<file path="src/rtl/piso_pkg.sv">
// rtl/piso_pkg.sv - state type and sizing helpers for piso_serializer.
// Defining PISO_PARITY_EN adds one even-parity bit to every word.
package piso_pkg;

  typedef enum logic [0:0] {
    IDLE  = 1'b0,
    SHIFT = 1'b1
  } state_e;

  function automatic int piso_cnt_width(input int width);
    return $clog2(width + 2);
  endfunction

  function automatic int piso_nbits(input int width);
`ifdef PISO_PARITY_EN
    return width + 1;
`else
    return width;
`endif
  endfunction

endpackage

</file>
<file path="src/rtl/piso_bit_counter.sv">
// rtl/piso_bit_counter.sv - clearable up-counter flagging the final bit of a word.
module piso_bit_counter #(
  parameter int NBITS = 4,
  parameter int CW    = 3
) (
  input  logic clk,
  input  logic rst_n,
  input  logic clr,
  input  logic inc,
  output logic tc
);

  localparam logic [CW-1:0] TC_VAL = CW'(NBITS - 1);

  logic [CW-1:0] count_q, count_d;

  always_comb begin
    count_d = count_q;
    if (clr) begin
      count_d = '0;
    end else if (inc) begin
      count_d = count_q + CW'(1);
    end
  end

  always_ff @(posedge clk or negedge rst_n) begin
    if (!rst_n) begin
      count_q <= '0;
    end else begin
      count_q <= count_d;
    end
  end

  assign tc = (count_q == TC_VAL);

endmodule

</file>
<file path="src/rtl/piso_serializer.sv">
// rtl/piso_serializer.sv - parallel-in/serial-out stage with gapless back-to-back words.
// PISO_PARITY_EN appends an even-parity bit after the data bits.
module piso_serializer
  import piso_pkg::*;
#(
  parameter int WIDTH     = 4,
  parameter bit MSB_FIRST = 1'b1
) (
  input  logic             clk,
  input  logic             rst_n,
  input  logic             load_valid,
  output logic             load_ready,
  input  logic [WIDTH-1:0] parallel_in,
  output logic             serial_out,
  output logic             frame,
  output logic             last,
  output logic             busy
);

  localparam int NBITS = piso_nbits(WIDTH);
  localparam int CW    = piso_cnt_width(WIDTH);

  state_e           state_q, state_d;
  logic [NBITS-1:0] shreg_q, shreg_d, load_word;
  logic             in_shift, accept, tc, head;

  assign in_shift   = (state_q == SHIFT);
  assign load_ready = !in_shift || tc;
  assign accept     = load_valid && load_ready;

  // The head bit always sits at the output end, so shifting only moves toward it.
  always_comb begin
`ifdef PISO_PARITY_EN
    load_word = MSB_FIRST ? {parallel_in, ^parallel_in} : {^parallel_in, parallel_in};
`else
    load_word = parallel_in;
`endif
  end

  always_comb begin
    state_d = state_q;
    shreg_d = shreg_q;
    if (accept) begin
      state_d = SHIFT;
      shreg_d = load_word;
    end else if (in_shift) begin
      shreg_d = MSB_FIRST ? {shreg_q[NBITS-2:0], 1'b0} : {1'b0, shreg_q[NBITS-1:1]};
      if (tc) begin
        state_d = IDLE;
      end
    end
  end

  always_ff @(posedge clk or negedge rst_n) begin
    if (!rst_n) begin
      state_q <= IDLE;
      shreg_q <= '0;
    end else begin
      state_q <= state_d;
      shreg_q <= shreg_d;
    end
  end

  piso_bit_counter #(
    .NBITS (NBITS),
    .CW    (CW)
  ) u_bit_counter (
    .clk   (clk),
    .rst_n (rst_n),
    .clr   (accept || (in_shift && tc)),
    .inc   (in_shift),
    .tc    (tc)
  );

  assign head       = MSB_FIRST ? shreg_q[NBITS-1] : shreg_q[0];
  assign serial_out = in_shift && head;
  assign frame      = in_shift;
  assign busy       = in_shift;
  assign last       = in_shift && tc;

endmodule

</file>
<file path="config.mk">
export PLATFORM = sky130hd
export DESIGN_NAME = piso_serializer
export DESIGN_NICKNAME = d
export VERILOG_FILES = /design/src/rtl/piso_pkg.sv /design/src/rtl/piso_bit_counter.sv /design/src/rtl/piso_serializer.sv
export SDC_FILE = /design/constraint.sdc
export NUM_CORES = 1
export LEC_CHECK = 0
export ABC_CLOCK_PERIOD_IN_PS = 1500
export CAP_MARGIN = 20
export CORE_AREA = 3 3 40 42
export DETAILED_ROUTE_END_ITERATION = 6
export DIE_AREA = 0 0 43 45
export HOLD_SLACK_MARGIN = 0.1
export SLEW_MARGIN = 0
export SYNTH_ARGS = -nofsm -noshare
export SYNTH_HDL_FRONTEND = slang
export SYNTH_SLANG_ARGS = --single-unit
</file>
<file path="constraint.sdc">
create_clock -name clk -period 1.5 [get_ports clk]
set_input_delay 0.3 -clock clk [delete_from_list [all_inputs] [get_ports clk]]
set_output_delay 0.3 -clock clk [all_outputs]
set_load 0.03 [all_outputs]
</file>
# [Word level (Yosys, flattened, before mapping)]
# Cells that the tools add are included.
[classes] n_addsub=1 n_eq_ne=1 mux=7 reduce_logical=8
[ops] op="$mux 4" n=2
[ops] op="$mux 3" n=2
[ops] op="$reduce_bool 2->1" n=2
[ops] op="$add 3x1->3 const B" n=1
[ops] op="$eq 3x2->1 const B" n=1
[ops] op="$logic_and 1x1->1" n=3
[ops] op="$mux 1" n=3
[ops] op="$logic_or 1x1->1" n=2
[ops] op="$logic_not 1->1" n=1
[totals] register_bits=8 inputBits=7 out_inout_bits=5 elab_cells=20

# [Logic depth before layout (Yosys ltp)]
[depth] ltp_word=5 ltp_mapped=5 mapped_depth_nobuf=5

# [By module]
# From an unflattened synthesis, not the netlist that was laid out.
[unflattened] hier_cells=41 hier_area_um2=441.7
[by_module_without_submodules] mod="piso_serializer" n_inst=1 cells_per_inst=29 area_each_um2=300.3 seq_area_each_um2=125.1
[by_module_without_submodules] mod="piso_bit_counter" n_inst=1 cells_per_inst=12 area_each_um2=141.4 seq_area_each_um2=75.1

# [Least setup slack after synthesis]
# Ideal clock, no wire load.
[synth_timing] path_kind="flip-flop to output port" startpoint="register u_bit_counter.count_q[0]" endpoint="output port load_ready" t_arrival_ns=1.120 required_time_ns=1.200 setup_slack_ns=0.080 stages_incl_launch_ff=4 path_buffers=0 cell_sequence="dfrtp_1 > ha_1 > ha_1 > nand2b_1"
[synth_via] elab_chain_cells=2
[synth_lines] element="start, declared" line_no="piso_bit_counter.sv:15" source="logic [CW-1:0] count_q, count_d;"
[synth_lines] element="start signal, assigned" line_no="piso_bit_counter.sv:30" source="count_q <= count_d;"
[synth_lines] element="$eq 3x2->1" line_no="piso_bit_counter.sv:34" source="assign tc = (count_q == TC_VAL);"
[synth_lines] element="$logic_or 1x1->1" line_no="piso_serializer.sv:28" source="assign load_ready = !in_shift || tc;"
[synth_lines] element="end, declared" line_no="piso_serializer.sv:12" source="output logic load_ready,"
# Every way passes these cells.

# [Final worst setup path]
[layout_timing] startpoint="register u_bit_counter.count_q[0]" endpoint="output port last"
[layout_via] elab_chain_cells=2
[layout_lines] element="$eq 3x2->1" line_no="piso_bit_counter.sv:34"
[layout_lines] element="$logic_and 1x1->1" line_no="piso_serializer.sv:79" source="assign last = in_shift && tc;"
[layout_lines] element="end, declared" line_no="piso_serializer.sv:16" source="output logic last,"
# Every way passes these cells.

==> metrics.md <==
| Metric | Value |
|---|---|
| CP Data Arrival Time | `1.27 ns` |
| Cells after DPL | `75` |
| P&R area growth vs syn | `51.12%` |
| Die Span X | `43 µm` |
| Actual slew at the worst max-slew pin | `0.3577 ns` |
| Critical Path, Cell by Cell | `ha_2 > ha_4 > and2_4 > buf_6` |
| Failing checks | `negative setup slack` |
| Post-route insts no fill | `79` |
| PortBufs | `11` |
| Max VDD drop | `0.8860 mV` |
| Yosys warnings | `0` |
| Synth Cell Area | `445.4 µm²` |
| Top delay family on crit path | `flip-flops` |
| Clock Path Buffers | `2` |
| P per Cell Area | `1802 nW/µm²` |
| Root Driver | `clkbuf_4` |
| Synth top area share | `44.94%` |
| Slowest CP cell | `dfrtp_1` |
| DR iter-0 viols | `2` |
| Fill cell count | `128` |
| Mux contribution to synthesized area | `8.989%` |
| Final period util | `104.6%` |
| Maximum clock rate | `0.6371 GHz` |
| Register area | `201.4 µm²` |
| Crit-path max cell delay | `0.38 ns` |
| Leakage | `0.3150 nW` |
| Die area | `1935 µm²` |
| Commonest non-fill, non-tap cell in the layout | `buf_4` |
| Largest area contributor in the netlist | `dfrtp_1` |
| Mapped Cells | `44` |
| Post-route ant nets | `0` |
| CP Capture Type | `output pin` |
| Most frequent cells in the layout | `buf_4 (11), dfrtp_1 (7), o21ai_1 (6), clkdlybuf4s50_1 (6), mux2i_1 (4)` |
| Mean Syn Cell Area | `10.12 µm²` |
| Buf+Inv Stages, Crit Path | `1` |
| Post-synthesis sequential area ratio | `44.94%` |
| Largest family of logic cells by synthesized area | `simple AND/OR/NAND/NOR gates` |
| Vias in the first global route | `337` |
| Worst Path Required | `1.20 ns` |
| Max FO, Critical Path | `3` |
| WL/cell | `10.87 µm` |
| Outcome | `finished with violations` |
| Post-Synth Adder-Cell Area | `8.427%` |
| GRT Total Usage | `9.664%` |
| Max_slew headroom | `76.08%` |
| Final hold vios | `0` |
| Multi-input logic area | `246.5 µm²` |
| Core ar. | `1285 µm²` |
| TritonCTS clock tree | `built` |
| Pins Over Slew Limit | `0` |
| Clk slew on worst S/H paths | `0.05 ns` |
| Synth Area in Compound Gates | `12.36%` |
| Minimum clock period | `1.570 ns` |
| Die height | `45 µm` |
| Clock latency on the worst-skew pair | `0.25 ns` |
| Gpl congestion | `0.6661` |
| Overflow after GRT | `0` |
| First-pass DRT Iterations | `3` |
| # IOs | `12` |
| Drt drc | `0` |
| Synth Register Bits | `8` |
| Unrepaired setup endpoints after global routing | `yes` |
| Via count | `382` |
| Clock Skew | `0.001604 ns` |
| Clock sink total | `8` |
| Post-Synth Simple-Gate Area | `18.26%` |
| Antenna violations before repair | `0` |
| Drt total wl | `859 µm` |
| Num CTS Buffers | `3` |
| Pwr Total | `1.213 mW` |
| Initial Util | `34.66%` |
| Mapped Nets | `54` |
| Final setup fails | `2` |
| WS Path Type | `reg2out` |
| First-pass GRT wire length | `1.345 mm` |
| Hpwl dp | `643.1 µm` |
| Placed cell area | `603.1 µm²` |
| Rows | `13` |
| CTS HTree Levels | `1` |
| Netlist cell types | `18` |
| HP Class | `in2async` |
| Worst Setup Slack, final | `-0.06959 ns` |
| Ratio of cells with drive above 1 in the final layout | `39.06%` |
| Startpoint Class | `flip-flop` |
| Cts hold-fix bufs | `0` |
| Post-route cell area | `673.1 µm²` |
| Max Cap Viol | `0` |
| Largest net degree at the start of global routing | `10` |
| Post-layout nets | `76` |
| Post-synthesis xor/xnor area fraction | `0%` |
| Drt via density | `4.835` |
| Area contributors post-synth | `dfrtp_1 (45%), mux2i_1 (9.0%), ha_1 (8.4%), o21ai_1 (6.7%), nand2b_1 (5.6%)` |
| Ant diodes | `0` |
-- registers in the layout, summed over array words and instances (netlist names) --
register / cells
u_bit_counter.count_q: 3
shreg_q: 4
busy: 1
-- cell families (layout without fill, tap and decap cells) --
logic type               after synthesis  in the layout
AND/OR/NAND/NOR                       14             14
AO/OA/AOI/OAI                         10             10
flip-flops                             8              8
buffers and inverters                  5             25
multiplexers                           4              4
adder cells (fa/ha/maj)                3              3
-- Yosys cell counts --
cell / count
nand2_2: 1
nand2_1: 2
ha_1: 3
nor2_1: 1
nand3_1: 1
nand2b_1: 4
o21ai_1: 6
and3_2: 2
dfrtp_1: 8
buf_4: 1
inv_1: 2
o22ai_1: 1
and3_1: 1
buf_2: 1
mux2i_1: 4
a31oi_1: 3
and2_1: 2
buf_6: 1
-- layer usage --
metal	wire length [µm]	GRT usage [%]	up-vias
met2	413	15.87	10
met4	14	5.422	0
met1	378	10.89	173
met5	0	0	-
li1	-	-	197
met3	52	3.586	2
-- metrics by stage --
step | hold WS [ns] | setup TNS [ns] | worst slack [ns] | util [%]
detailed placement | 0.4942 | -0.6678 | -0.3462 | 46.93
CTS | 0.3306 | -0.1811 | -0.09146 | 50.83
global placement | 0.4897 | -0.6011 | -0.3036 | 46.93
finish | 0.3256 | -0.1354 | -0.06959 | 52.39
global route | 0.3410 | -0.2401 | -0.1155 | 52.39
floorplan | 0.004409 | 0 | 0.07957 | -
-- repair_timing --
action	4_1_cts	5_1_grt
gates resized for setup	19	4
endpoints found under the setup margin	2	3
hold endpoints to repair	0	0
buffers inserted	0	1
pin swaps	2	2
-- final timing paths --
path	from	endpoint	slack [ns]	depth (start not counted)
hold / removal	rst_n	u_bit_counter.count_q[0]	0.33	1
setup reg to reg	u_bit_counter.count_q[0]	shreg_q[3]	0.04	7
hold reg to reg	u_bit_counter.count_q[1]	u_bit_counter.count_q[1]	0.50	2
max in group asynchronous	rst_n	busy	0.89	1
setup / recovery	u_bit_counter.count_q[0]	last	-0.07	4
min in group clk	u_bit_counter.count_q[1]	u_bit_counter.count_q[1]	0.50	2
-- final cells by class --
type | count | area share, %
well taps | 15 | 2.788
inverters | 2 | 1.115
flip-flops and latches | 8 | 29.93
clock buffers | 3 | 3.346
multi-input cells | 31 | 36.62
repair buffers | 20 | 26.21
-- power breakdown --
part / switching, mW / total, mW / internal, mW / leakage [nW]
Sequential: 0.0502 / 0.354 / 0.304 / 0.0996
Combinational: 0.341 / 0.698 / 0.357 / 0.202
Clock: 0.0695 / 0.161 / 0.0913 / 0.0138
Total: 0.461 / 1.21 / 0.752 / 0.315
No activity file was read; power rests on OpenSTA's default activity.
